**config.mk**
```make
export PLATFORM = sky130hd
export DESIGN_NAME = shift_seq8
export DESIGN_NICKNAME = d
export VERILOG_FILES = /design/src/rtl/shift_seq8.sv
export SDC_FILE = /design/constraint.sdc
export NUM_CORES = 1
export LEC_CHECK = 0
export CAP_MARGIN = 20
export CELL_PAD_IN_SITES_DETAIL_PLACEMENT = 0
export CELL_PAD_IN_SITES_GLOBAL_PLACEMENT = 1
export CORE_ASPECT_RATIO = 0.9
export CORE_MARGIN = 1.5
export CORE_UTILIZATION = 38
export DETAILED_ROUTE_END_ITERATION = 7
export HOLD_SLACK_MARGIN = 0.02
export PLACE_DENSITY_LB_ADDON = 0.1
export SKIP_LAST_GASP = 1
export SLEW_MARGIN = 20
export SYNTH_ARGS = -nofsm -noshare
export SYNTH_HDL_FRONTEND = slang
export SYNTH_SLANG_ARGS = --single-unit
```
**constraint.sdc**
```tcl
create_clock -name clk -period 5 [get_ports clk]
set_input_delay 0.5 -clock clk [delete_from_list [all_inputs] [get_ports clk]]
set_output_delay 0.5 -clock clk [all_outputs]
set_load 0.005 [all_outputs]
```
**src/rtl/shift_seq8.sv**
```systemverilog
// -----------------------------------------------------------------------------
// shift_seq8 -- multi-cycle 8-bit shifter built around a 2-bit shift stage.
//
// A request is taken in IDLE, then shifted by at most 3 bit positions per
// cycle in SHIFT until the whole amount is used up. The result is held in DONE
// until the consumer takes it. Op codes: 00 LSL, 01 LSR, 10 ASR, 11 ROR.
//
// Configuration macro:
//   SHIFT_SEQ8_ROR_EN  defined   : op=11 rotates right.
//                      undefined : op=11 behaves as LSR; no rotate logic built.
//
// Ports:
//   clk      in   1  rising-edge clock
//   reset    in   1  asynchronous active-high reset
//   i_valid  in   1  request present
//   i_ready  out  1  block can accept a request (state IDLE)
//   d_in     in   8  operand
//   shamt    in   3  shift amount 0..7
//   op       in   2  shift operation
//   o_valid  out  1  result available (state DONE)
//   o_ready  in   1  consumer takes the result
//   d_out    out  8  result (work register)
//   co       out  1  last bit shifted/rotated out; 0 when shamt=0
//   busy     out  1  high in SHIFT or DONE
// -----------------------------------------------------------------------------
module shift_seq8 (
  input  logic       clk,
  input  logic       reset,
  input  logic       i_valid,
  output logic       i_ready,
  input  logic [7:0] d_in,
  input  logic [2:0] shamt,
  input  logic [1:0] op,
  output logic       o_valid,
  input  logic       o_ready,
  output logic [7:0] d_out,
  output logic       co,
  output logic       busy
);

  typedef enum logic [1:0] {
    IDLE  = 2'd0,
    SHIFT = 2'd1,
    DONE  = 2'd2
  } state_t;

  localparam logic [1:0] OP_LSL = 2'b00;
  localparam logic [1:0] OP_ASR = 2'b10;
`ifdef SHIFT_SEQ8_ROR_EN
  localparam logic [1:0] OP_ROR = 2'b11;
`endif

  state_t     state;
  state_t     state_nxt;
  logic [7:0] work;
  logic [2:0] rem;
  logic [1:0] op_r;
  logic       co_r;

  logic [1:0] step;
  logic [2:0] fill;
  logic [7:0] shifted;
  logic       shifted_co;

  // ---------------------------------------------------------------------------
  // State register
  // ---------------------------------------------------------------------------
  // NOTE: sequential state is written with non-blocking assignments so every
  // register samples the pre-edge values of the others.
  always_ff @(posedge clk or posedge reset) begin
    if (reset) begin
      state <= IDLE;
    end else begin
      state <= state_nxt;
    end
  end

  // ---------------------------------------------------------------------------
  // Next-state logic
  // ---------------------------------------------------------------------------
  // NOTE: every signal driven from always_comb gets a default first, so no
  // path leaves it unassigned and no latch is inferred.
  always_comb begin
    state_nxt = state;
    case (state)
      IDLE:    if (i_valid) state_nxt = SHIFT;
      // Finished when this cycle's step consumes what is left (covers rem=0).
      SHIFT:   if (rem == {1'b0, step}) state_nxt = DONE;
      DONE:    if (o_ready) state_nxt = IDLE;
      default: state_nxt = IDLE;
    endcase
  end

  assign i_ready = (state == IDLE);
  assign o_valid = (state == DONE);
  assign busy    = (state == SHIFT) || (state == DONE);
  assign d_out   = work;
  assign co      = co_r;

  // ---------------------------------------------------------------------------
  // 2-bit-amount shift stage
  // ---------------------------------------------------------------------------
  assign step = (rem > 3'd3) ? 2'd3 : rem[1:0];

  // Bits entering at the MSB end for right shifts: zeros for LSR (and for op=11
  // when rotate is not built), sign copies for ASR, the departing low bits for
  // ROR.
  always_comb begin
    fill = 3'b000;
    if (op_r == OP_ASR) begin
      fill = {3{work[7]}};
    end
`ifdef SHIFT_SEQ8_ROR_EN
    else if (op_r == OP_ROR) begin
      fill = work[2:0];
    end
`endif
  end

  // The 9-bit concatenations pair the result with the carry: for left shifts
  // the carry is the MSB of the concatenation, for right shifts the LSB.
  // step=0 keeps both the work register and the carry unchanged.
  always_comb begin
    shifted    = work;
    shifted_co = co_r;
    if (op_r == OP_LSL) begin
      case (step)
        2'd1:    {shifted_co, shifted} = {work,      1'b0};
        2'd2:    {shifted_co, shifted} = {work[6:0], 2'b00};
        2'd3:    {shifted_co, shifted} = {work[5:0], 3'b000};
        default: ;
      endcase
    end else begin
      case (step)
        2'd1:    {shifted, shifted_co} = {fill[0],   work};
        2'd2:    {shifted, shifted_co} = {fill[1:0], work[7:1]};
        2'd3:    {shifted, shifted_co} = {fill[2:0], work[7:2]};
        default: ;
      endcase
    end
  end

  // ---------------------------------------------------------------------------
  // Datapath registers
  // ---------------------------------------------------------------------------
  always_ff @(posedge clk or posedge reset) begin
    if (reset) begin
      work <= 8'h00;
      rem  <= 3'd0;
      op_r <= 2'b00;
      co_r <= 1'b0;
    end else begin
      case (state)
        IDLE: begin
          if (i_valid) begin
            work <= d_in;
            rem  <= shamt;
            op_r <= op;
            co_r <= 1'b0;
          end
        end
        SHIFT: begin
          work <= shifted;
          co_r <= shifted_co;
          rem  <= rem - {1'b0, step};
        end
        default: ;
      endcase
    end
  end

endmodule

```
* Word-level counts from Yosys, hierarchy flattened *
Index checks and enable logic that the tools add are counted.

cells by class
  $add $sub $neg = 1
  multiply operators = 0
  divide/modulo/power cells = 0
  $lt $le $gt $ge = 1
  equal/unequal tests = 12
  shift operators = 0
  multiplexer cells = 18
  bitwise operators = 0
  reductions and logical operators = 9

operator list
  kind                  count
  $pmux W8 S3           2
  $mux W8               2
  $pmux W8 S2           1
  $eq A2 B2 Y1 const B  4
  $mux W2               4
  $mux W3               2
  $pmux W1 S3           2
  $pmux W2 S3           1
  $pmux W3 S2           1
  $reduce_and A3 Y1     2
  $eq A2 B1 Y1 const B  2
  $logic_not A2 Y1      2
  $ne A2 B2 Y1 const B  2
  $ne A4 B1 Y1 const B  1
  $ne A4 B4 Y1 const B  1
  $reduce_and A2 Y1     2
  $reduce_and A4 Y1     1
  $eq A3 B2 Y1          1
  $gt A3 B2 Y1 const B  1
  $sub A3 B2 Y3         1
  $mux W1               2
  $ne A2 B1 Y1 const B  1
  $pmux W1 S2           1
  $reduce_bool A2 Y1    1
  $logic_or A1 B1 Y1    1

word-level totals
  flip-flop bits (word level) = 16
  bits in latches = 0
  RAM bits = 0
  bits in read-only memories = 0
  word-level logic and storage cells = 47
  memories = 0

* Longest topological paths before layout *
Gate-level depths: netlist of run 1.

  depth after elaboration = 6
  gate-level depth with buffers = 9
  depth with buffers taken out = 7

* Worst setup path after synthesis of run 1 *
OpenSTA, ideal clock, no wires.

  path type = reg-to-reg
  from = register rem[2]
  to = register work[5], in the netlist d_out[5]
  library setup time = 125 ps
  data arrival time = 1852 ps
  slack = 3023 ps
  stages on the path, launching flop included = 7
  cell sequence = dfrtp_1 buf_2 or2_2 ha_1 nor2_1 a211oi_4 mux2_2

on the way
  word-level cells in the longest chain between the ends = 6

RTL lines
  element                                              line      RTL
  start: declaration                                   56        logic [2:0] rem;
  start signal: assignment                             157       rem <= shamt;
  start signal: assignment                             165       rem <= rem - {1'b0, step};
  $gt A3 B2 Y1 *                                       103       assign step = (rem > 3'd3) ? 2'd3 : rem[1:0];
  $mux W2 *                                            103
  $eq A2 B2 Y1 / $eq A2 B1 Y1 (equally long branches)  127, 134
  $pmux W8 S3 (on tied branches)                       134, 127
  $mux W8                                              126       if (op_r == OP_LSL) begin
  $pmux W8 S2                                          153       case (state)
  end signal: assignment                               156       work <= d_in;
  end signal: assignment                               163       work <= shifted;
  end: declaration                                     55        logic [7:0] work;

Every way passes the cells marked *; elsewhere a longest branch is shown, timed or not. The select of a mux whose other input is x is not followed.
A chain may end at the register's enable or synchronous reset.

* Final worst setup path of run 1 *
Same ends and word-level chain as after synthesis.

==> results of run 1 <==
==> worst min-delay path by stage <==
| stage | start | endpoint | depth (start not counted) |
|---|---|---|---|
| final | co | co | 2 |
| after CTS | co | co | 2 |
| after detailed placement | co | co | 2 |
| after floorplan | reset | co | 1 |
| after global placement | state[1] | state[1] | 1 |
| after global routing | state[0] | state[0] | 1 |
==> per-stage QoR <==
stage / cells / worst slack (ns)
2_1_floorplan: 151 / 3.02
3_3_place_gp: 211 / 2.38
3_5_place_dp: 211 / 2.32
4_1_cts: 214 / 2.31
5_1_grt: 214 / 2.04
6_report: 214 / 2.27
==> per-layer routing <==
layer	up-vias	wire [um]
li1	610	-
met1	611	1520
met2	53	1660
met3	9	227
met4	0	68
met5	-	0
==> cell families (layout without fill, tap and decap cells) <==
kind of cell               after synthesis  after routing  synth area share
and+or+nand+nor                         44             44             0.176
AOI/OAI and AO/OA                       55             55             0.313
buffers and inverters                   23             42            0.0882
muxes                                    5              5            0.0427
DFF                                     16             16             0.304
adders and majority gates                8              8            0.0759
==> power by group <==
group | internal (mW) | switching [mW] | total [mW]
combinational | 0.377 | 0.382 | 0.758
sequential | 0.199 | 0.121 | 0.319
clock | 0.0536 | 0.0477 | 0.101
==> layout make-up <==
| type | instances | area [um^2] | share of cell area |
|---|---|---|---|
| multi-input combinational | 112 | 802 | 0.495 |
| sequential | 16 | 400 | 0.247 |
| timing repair buffer | 28 | 280 | 0.173 |
| tap | 44 | 55.1 | 0.0340 |
| clock buffer | 3 | 41.3 | 0.0255 |
| inverter | 11 | 41.3 | 0.0255 |
==> flip-flops by register name (all words and copies together), names as in the netlist <==
name   flops
rem        3
co         1
op_r       2
d_out      8
state      2
==> cells in the final DEF (no fill, tap or decap), types with 2 or more instances in the layout <==
| master | Yosys | layout |
|---|---|---|
| a221oi_1 | 7 | 7 |
| mux2_2 | 5 | 5 |
| o32ai_1 | 2 | 2 |
| o2111ai_1 | 2 | 2 |
| o21ai_0 | 6 | 6 |
| nor3b_1 | 2 | 2 |
| nand2b_1 | 4 | 4 |
| o311a_1 | 2 | 2 |
| or2_2 | 2 | 2 |
| o22ai_1 | 5 | 5 |
| o221ai_1 | 2 | 2 |
| a211oi_1 | 2 | 2 |
| clkbuf_8 | 0 | 3 |
| ha_1 | 8 | 8 |
| a21oi_1 | 10 | 10 |
| o22a_1 | 5 | 5 |
| dfrtp_1 | 16 | 16 |
| inv_1 | 10 | 10 |
| nand2_1 | 9 | 9 |
| o31ai_1 | 2 | 2 |
| nor3_1 | 3 | 3 |
| nor2_1 | 14 | 14 |
| clkdlybuf4s50_1 | 0 | 28 |
| nand3_1 | 2 | 2 |
| a31oi_1 | 2 | 2 |
==> worst reg2reg max path, delay by kind of cell (launching register included) <==
family                   cells  cell delay (ns)
AND/OR/NAND/NOR              2             0.49
AO/OA/AOI/OAI                1             0.65
adder cells (fa/ha/maj)      1             0.33
buffers and inverters        1             0.23
multiplexers                 1             0.42
flip-flops                   1             0.50
==> flow_summary.ini, run 1 <==
[status]
status = completed

[timing]
setup_viol = 0
post-route-period-util = 0.546
fin_skew_ns = 0.00254
fin_setup_tns_ns = 0
fmax_ghz = 0.367
rsz0062_at_grt = false
drv_slew = 0
worst_pin_slew_ns = 0.833
whs_ns = 0.531
slew-limit-headroom = 0.444
fin_crit_ns = 2.73
hold_violations = 0

[global_route]
grt_max_degree = 23
grt_pass1_vias = 1259
overflow = 0
grtUsageMet1 = 0.253
grt_usage = 0.204
busiest_layer = met2
grtUsageMet3 = 0.0497
antenna_found_initial = 0
grt.met2_usage = 0.352
grt_pass1_wl_mm = 6.01

[yosys]
synth_top_area_cell = dfrtp_1
ys_seq_elements = 16
synth.most_common_cell = dfrtp_1
yosysWarnings = 0
synth_common_cells = dfrtp_1, nor2_1, a21oi_1, inv_1, nand2_1
synth_edf_count = 0
syn_avg_cell_area_um2 = 8.73
synth.area.top_cells = dfrtp_1, ha_1, a221oi_1
syn-num-nets = 176
ys.flop_type = dfrtp_1
seq_area_frac_synth = 0.304
synth_top_area_frac = 0.304
ys_types = 45
syn_area_mm2 = 0.00132
netlist_instances = 151
async_reset_ff_frac = 1.00

[place]
dpl_cell_area_mm2 = 0.00158
io_buffers = 28
gp_congestion = 0.828
dp_hpwl_mm = 2.47

[final_layout]
fin_area_mm2 = 0.00162
layout.nets = 197
area_delta_synth_final_pct = 22.9
drive_above_1_share = 0.0941
fillers = 344
antenna-diode-count = 0
fin_util = 0.483

[floorplan]
design.die.area_mm2 = 0.00383
die-height_um = 58.9
rows = 20
start_util = 0.393
die_w_um = 65.1
core_area_mm2 = 0.00335
io_pins = 29

[cts]
numClockSinks = 16
cts-hold-fix-buffers = 0
cts_root_buf = clkbuf_8
clockBufferDepth = 2
clkTransAtPathRegs_ns = 0.07
postCtsSetupRepairBufs = 0
clock_latency_ns = 0.25
h-tree-depth = 1
tritoncts = done
cts_resized = 0
numCtsBuffers = 3

[min_path]
hp-class = reg -> reg

[setup_path]
cp.arrival_ns = 2.87
critPathLaunch = rem[2]
crit_slowest_cell = a211oi_4
crit_path_start_kind = register
crit_fanout = 17
cp-end-kind = register
ff2ff_setup_slack_ns = 2.27
crit_path_end = d_out[5]
cp_slowest_stage_delay_ns = 0.65
timing.rr.start = rem[2]
cpLargestDelayFamily = compound AO/OA/AOI/OAI gates
crit_cells = 6
reg2reg_to = d_out[5]
worstPathRequired_ns = 5.14
cp_num_buf_inv = 1
path_class = reg -> reg
crit_chain = nor2_2, inv_2, ha_1, nor2_1, a211oi_4, mux2_2
worst_r2r_path_depth = 6

[power_and_ir_drop]
p_per_area_mw_per_mm2 = 728
vdd.ir_drop.worst_uv = 320
total_power_mw = 1.18
power_leakage_nw = 0.634

[detailed_routing]
drt-pass1-iter-count = 4
antenna_left = 0
routedWlPerCell_um = 16.2
drt_iter0_markers = 69
vias_per_cell = 6.00
drt_wl_total_mm = 3.47
vias = 1283
drc = 0

[flow_run]
maxCapViolations = 0
(Power assumes the default switching activity.)
==> run 2: changes to the inputs <==
--- a/config.mk
+++ b/config.mk
@@ -10,7 +10,7 @@
 export CELL_PAD_IN_SITES_GLOBAL_PLACEMENT = 1
 export CORE_ASPECT_RATIO = 0.9
 export CORE_MARGIN = 1.5
-export CORE_UTILIZATION = 38
+export CORE_UTILIZATION = 34
 export DETAILED_ROUTE_END_ITERATION = 7
 export HOLD_SLACK_MARGIN = 0.02
 export PLACE_DENSITY_LB_ADDON = 0.1
==> constraint.sdc (replaced) <==
create_clock -name clk -period 2.5 [get_ports clk]
set_input_delay 0.25 -clock clk [delete_from_list [all_inputs] [get_ports clk]]
set_output_delay 0.25 -clock clk [all_outputs]
set_load 0.005 [all_outputs]
==> flow_summary.ini, run 2 (synthesis results as in run 1) <==
[detailed_routing]
vias_per_cell = 5.65
antenna_left = 0
drt_iter0_markers = 51
routedWlPerCell_um = 15.8
drt_wl_total_mm = 3.53
vias = 1259
drc = 0
drt-pass1-iter-count = 4

[power_and_ir_drop]
total_power_mw = 2.47
p_per_area_mw_per_mm2 = 1470
vdd.ir_drop.worst_uv = 584
power_leakage_nw = 0.671

[floorplan]
core_area_mm2 = 0.00370
io_pins = 29
design.die.area_mm2 = 0.00426
rows = 21
die_w_um = 68.7
start_util = 0.356
die-height_um = 62.1

[setup_path]
cp-end-kind = register
cp.arrival_ns = 2.30
crit_path_start_kind = register
ff2ff_setup_slack_ns = 0.34
timing.rr.start = rem[2]
reg2reg_to = d_out[5]
worst_r2r_path_depth = 6
path_class = reg -> reg
crit_fanout = 17
worstPathRequired_ns = 2.64

[timing]
setup_viol = 0
fin_skew_ns = 0.00215
fin_setup_tns_ns = 0
rsz0062_at_grt = false
slew-limit-headroom = 0.573
finalWorstSetupSlack_ns = 0.339
fin_crit_ns = 2.16
drv_slew = 0
worst_pin_slew_ns = 0.640
hold_violations = 0
post-route-period-util = 0.864
fmax_ghz = 0.463

[flow_run]
maxCapViolations = 0

[final_layout]
layout.nets = 203
fin_area_mm2 = 0.00168
area_delta_synth_final_pct = 27.5
antenna-diode-count = 0
ff_latch_area_um2 = 400
drive_above_1_share = 0.130
fillers = 362
multiInputGateArea_um2 = 802
final_cell_mix = clkdlybuf4s50_1, dfrtp_1, nor2_1, inv_1, a21oi_1
largest_register_ffs = 8
final_common_cell = clkdlybuf4s50_1

[global_route]
antenna_found_initial = 0
grt_max_degree = 18
busiest_layer = met1
grt_usage = 0.178
grt.met2_usage = 0.254
grtUsageMet1 = 0.267
grt_pass1_vias = 1154
overflow = 0
grt_pass1_wl_mm = 5.65
grtUsageMet3 = 0.0432

[status]
status = completed

[cts]
h-tree-depth = 1
clockBufferDepth = 2
cts-hold-fix-buffers = 0
cts_root_buf = clkbuf_8
postCtsSetupRepairBufs = 0
numCtsBuffers = 3
clkTransAtPathRegs_ns = 0.07
tritoncts = done
numClockSinks = 16
cts_resized = 0
clock_latency_ns = 0.25

[place]
dp_slack_ns = 0.371
dpl_cell_area_mm2 = 0.00163
io_buffers = 28
gp_congestion = 0.893
dp_hpwl_mm = 2.58

[min_path]
hp-class = in -> async
==> run 2: critical path: stages (launching register included) <==
cell,delay (ns)
dfrtp_1,0.50
or2_2,0.36
ha_1,0.29
nor2_1,0.06
a211oi_4,0.23
buf_4,0.25
mux2_2,0.35
==> run 2: report_power, final <==
| part | switching (mW) | total [mW] | internal, mW | leakage (nW) |
|---|---|---|---|---|
| Clock | 0.0946 | 0.234 | 0.140 | 0.0288 |
| Combinational | 0.783 | 1.60 | 0.814 | 0.454 |
| Sequential | 0.244 | 0.642 | 0.397 | 0.188 |
==> run 2: routing by layer <==
| metal | wire length [um] | up-vias |
|---|---|---|
| met5 | 0 | - |
| met4 | 18 | 0 |
| met3 | 214 | 2 |
| met2 | 1530 | 38 |
| met1 | 1770 | 600 |
| li1 | - | 619 |
==> run 2: cell type report <==
cell class                      instances  share of cell area
Multi-Input combinational cell        112               0.477
Inverter                               11              0.0246
Timing Repair Buffer                   34               0.193
Sequential cell                        16               0.238
Clock buffer                            4              0.0327
Tap cell                               46              0.0342
==> run 2: per-stage QoR <==
stage / hold slack [ns] / util / instances
2_1_floorplan: 0.164 / - / 151
3_3_place_gp: 0.506 / 0.439 / 219
3_5_place_dp: 0.518 / 0.439 / 219
4_1_cts: 0.405 / 0.454 / 223
5_1_grt: 0.430 / 0.454 / 223
6_report: 0.377 / 0.454 / 223
==> run 2: how the worst max path moves through the flow <==
stage          startpoint        to  slack, ns  cells after the start
2_1_floorplan      rem[2]  d_out[5]       0.52                      6
3_3_place_gp       rem[2]  d_out[5]       0.42                      6
3_5_place_dp       rem[2]  d_out[5]       0.37                      6
4_1_cts            rem[2]  d_out[5]       0.35                      6
5_1_grt            rem[2]  d_out[5]       0.26                      6
6_report           rem[2]  d_out[5]       0.34                      6
==> run 3: changes to the inputs <==
--- a/config.mk
+++ b/config.mk
@@ -13,7 +13,7 @@
 export CORE_UTILIZATION = 34
 export DETAILED_ROUTE_END_ITERATION = 7
 export HOLD_SLACK_MARGIN = 0.02
-export PLACE_DENSITY_LB_ADDON = 0.1
+export PLACE_DENSITY_LB_ADDON = 0.08
 export SKIP_LAST_GASP = 1
 export SLEW_MARGIN = 20
 export SYNTH_ARGS = -nofsm -noshare
==> constraint.sdc (replaced) <==
create_clock -name clk -period 1.9 [get_ports clk]
set_input_delay 0.19 -clock clk [delete_from_list [all_inputs] [get_ports clk]]
set_output_delay 0.19 -clock clk [all_outputs]
set_load 0.005 [all_outputs]
==> flow_summary.ini, run 3 (synthesis results as in run 1) <==
[status]
status = completed

[floorplan]
design.die.area_mm2 = 0.00426
die-height_um = 62.1
io_pins = 29
core_area_mm2 = 0.00370
rows = 21
start_util = 0.356
die_w_um = 68.7

[cts]
clkTransAtPathRegs_ns = 0.07
cts-hold-fix-buffers = 0
tritoncts = done
clockBufferDepth = 2
cts_root_buf = clkbuf_8
clock_latency_ns = 0.25
numCtsBuffers = 3
numClockSinks = 16
h-tree-depth = 1

[global_route]
grt_usage = 0.195
overflow = 0
grt_pass1_vias = 1202
grt_pass1_wl_mm = 6.11
grt.met2_usage = 0.277
grt_max_degree = 17
busiest_layer = met1
antenna_found_initial = 0
grtUsageMet3 = 0.0432
grtUsageMet1 = 0.301

[final_layout]
largest_register_ffs = 8
fin_util = 0.494
final_common_cell = clkdlybuf4s50_1
area_delta_synth_final_pct = 38.8
drive_above_1_share = 0.218
final_cell_mix = clkdlybuf4s50_1, dfrtp_1, buf_4, nor2_1
antenna-diode-count = 0
layout.nets = 214

[power_and_ir_drop]
total_power_mw = 3.71
p_per_area_mw_per_mm2 = 2030
power_leakage_nw = 0.737
vdd.ir_drop.worst_uv = 771

[timing]
setup_viol = 0
post-route-period-util = 0.976
rsz0062_at_grt = true
fin_crit_ns = 1.85
drv_slew = 0
slew-limit-headroom = 0.555
hold_violations = 0
fmax_ghz = 0.539
fin_skew_ns = 0.00426
fin_setup_tns_ns = 0
worst_pin_slew_ns = 0.666
whs_ns = 0.326

[place]
dp_hpwl_mm = 2.67
gp_congestion = 0.875
io_buffers = 28

[setup_path]
worst_r2r_path_depth = 8
cp-end-kind = register
path_class = reg -> reg
crit_fanout = 9
worstPathRequired_ns = 2.08
reg2reg_to = d_out[0]
cp.arrival_ns = 2.04
timing.rr.start = rem[2]
ff2ff_setup_slack_ns = 0.05
crit_path_start_kind = register

[detailed_routing]
drc = 0
drt-pass1-iter-count = 4
drt_iter0_markers = 122
antenna_left = 0
routedWlPerCell_um = 15.8
vias = 1332
vias_per_cell = 5.69
drt_wl_total_mm = 3.70

[min_path]
hp-class = in -> async

[flow_run]
maxCapViolations = 0
## run 3: worst max-delay path, cell delays in order, from the launching register on
cell and delay [ns]:
dfrtp_2 0.43, or2_4 0.26, inv_1 0.07, ha_2 0.23
buf_4 0.18, nand2_1 0.06, a311oi_1 0.34, a21oi_1 0.08
a21oi_1 0.15
## run 3: final cells by class
type	instances	area, um^2
Inverter	11	41.3
Tap cell	46	57.6
Fill cell	371	1870
Sequential cell	16	402
Timing Repair Buffer	45	442
Clock buffer	4	55.1
Multi-Input combinational cell	112	833
## run 3: metrics by stage
step	instance area, um^2	std cells	setup WS [ns]
after floorplan	1340	151	0.0145
after global placement	1700	226	0.0598
after detailed placement	1700	226	0.0525
after CTS	1750	230	0.0344
after global routing	1830	234	-0.0448
final	1830	234	0.0456
## run 3: metal layers
| layer | part of all wire | routed length, um |
|---|---|---|
| met5 | 0 | 0 |
| met1 | 0.51 | 1880 |
| met4 | 0.0059 | 22 |
| met2 | 0.43 | 1590 |
| met3 | 0.056 | 206 |
## run 3: what timing repair did
| item | CTS | global route |
|---|---|---|
| setup buffers | 0 | 3 |
| endpoints found under the hold margin | 0 | 0 |
| endpoints found under the setup margin | 0 | 10 |
| gates resized for setup | 0 | 8 |
## run 3: how the worst max path moves through the flow
stage                     to  depth (start not counted)   start  slack, ns
detailed placement  d_out[3]                          7  rem[2]       0.05
global route        d_out[4]                          8  rem[2]      -0.04
floorplan           d_out[5]                          7  rem[1]       0.01
CTS                 d_out[2]                          8  rem[2]       0.03
finish              d_out[0]                          8  rem[2]       0.05
global placement    d_out[0]                          8  rem[0]       0.06
## run 3: report_power, final
part | internal, mW | switching [mW] | total, mW
combinational | 1.42 | 1.17 | 2.59
sequential | 0.526 | 0.284 | 0.810
clock | 0.184 | 0.127 | 0.312
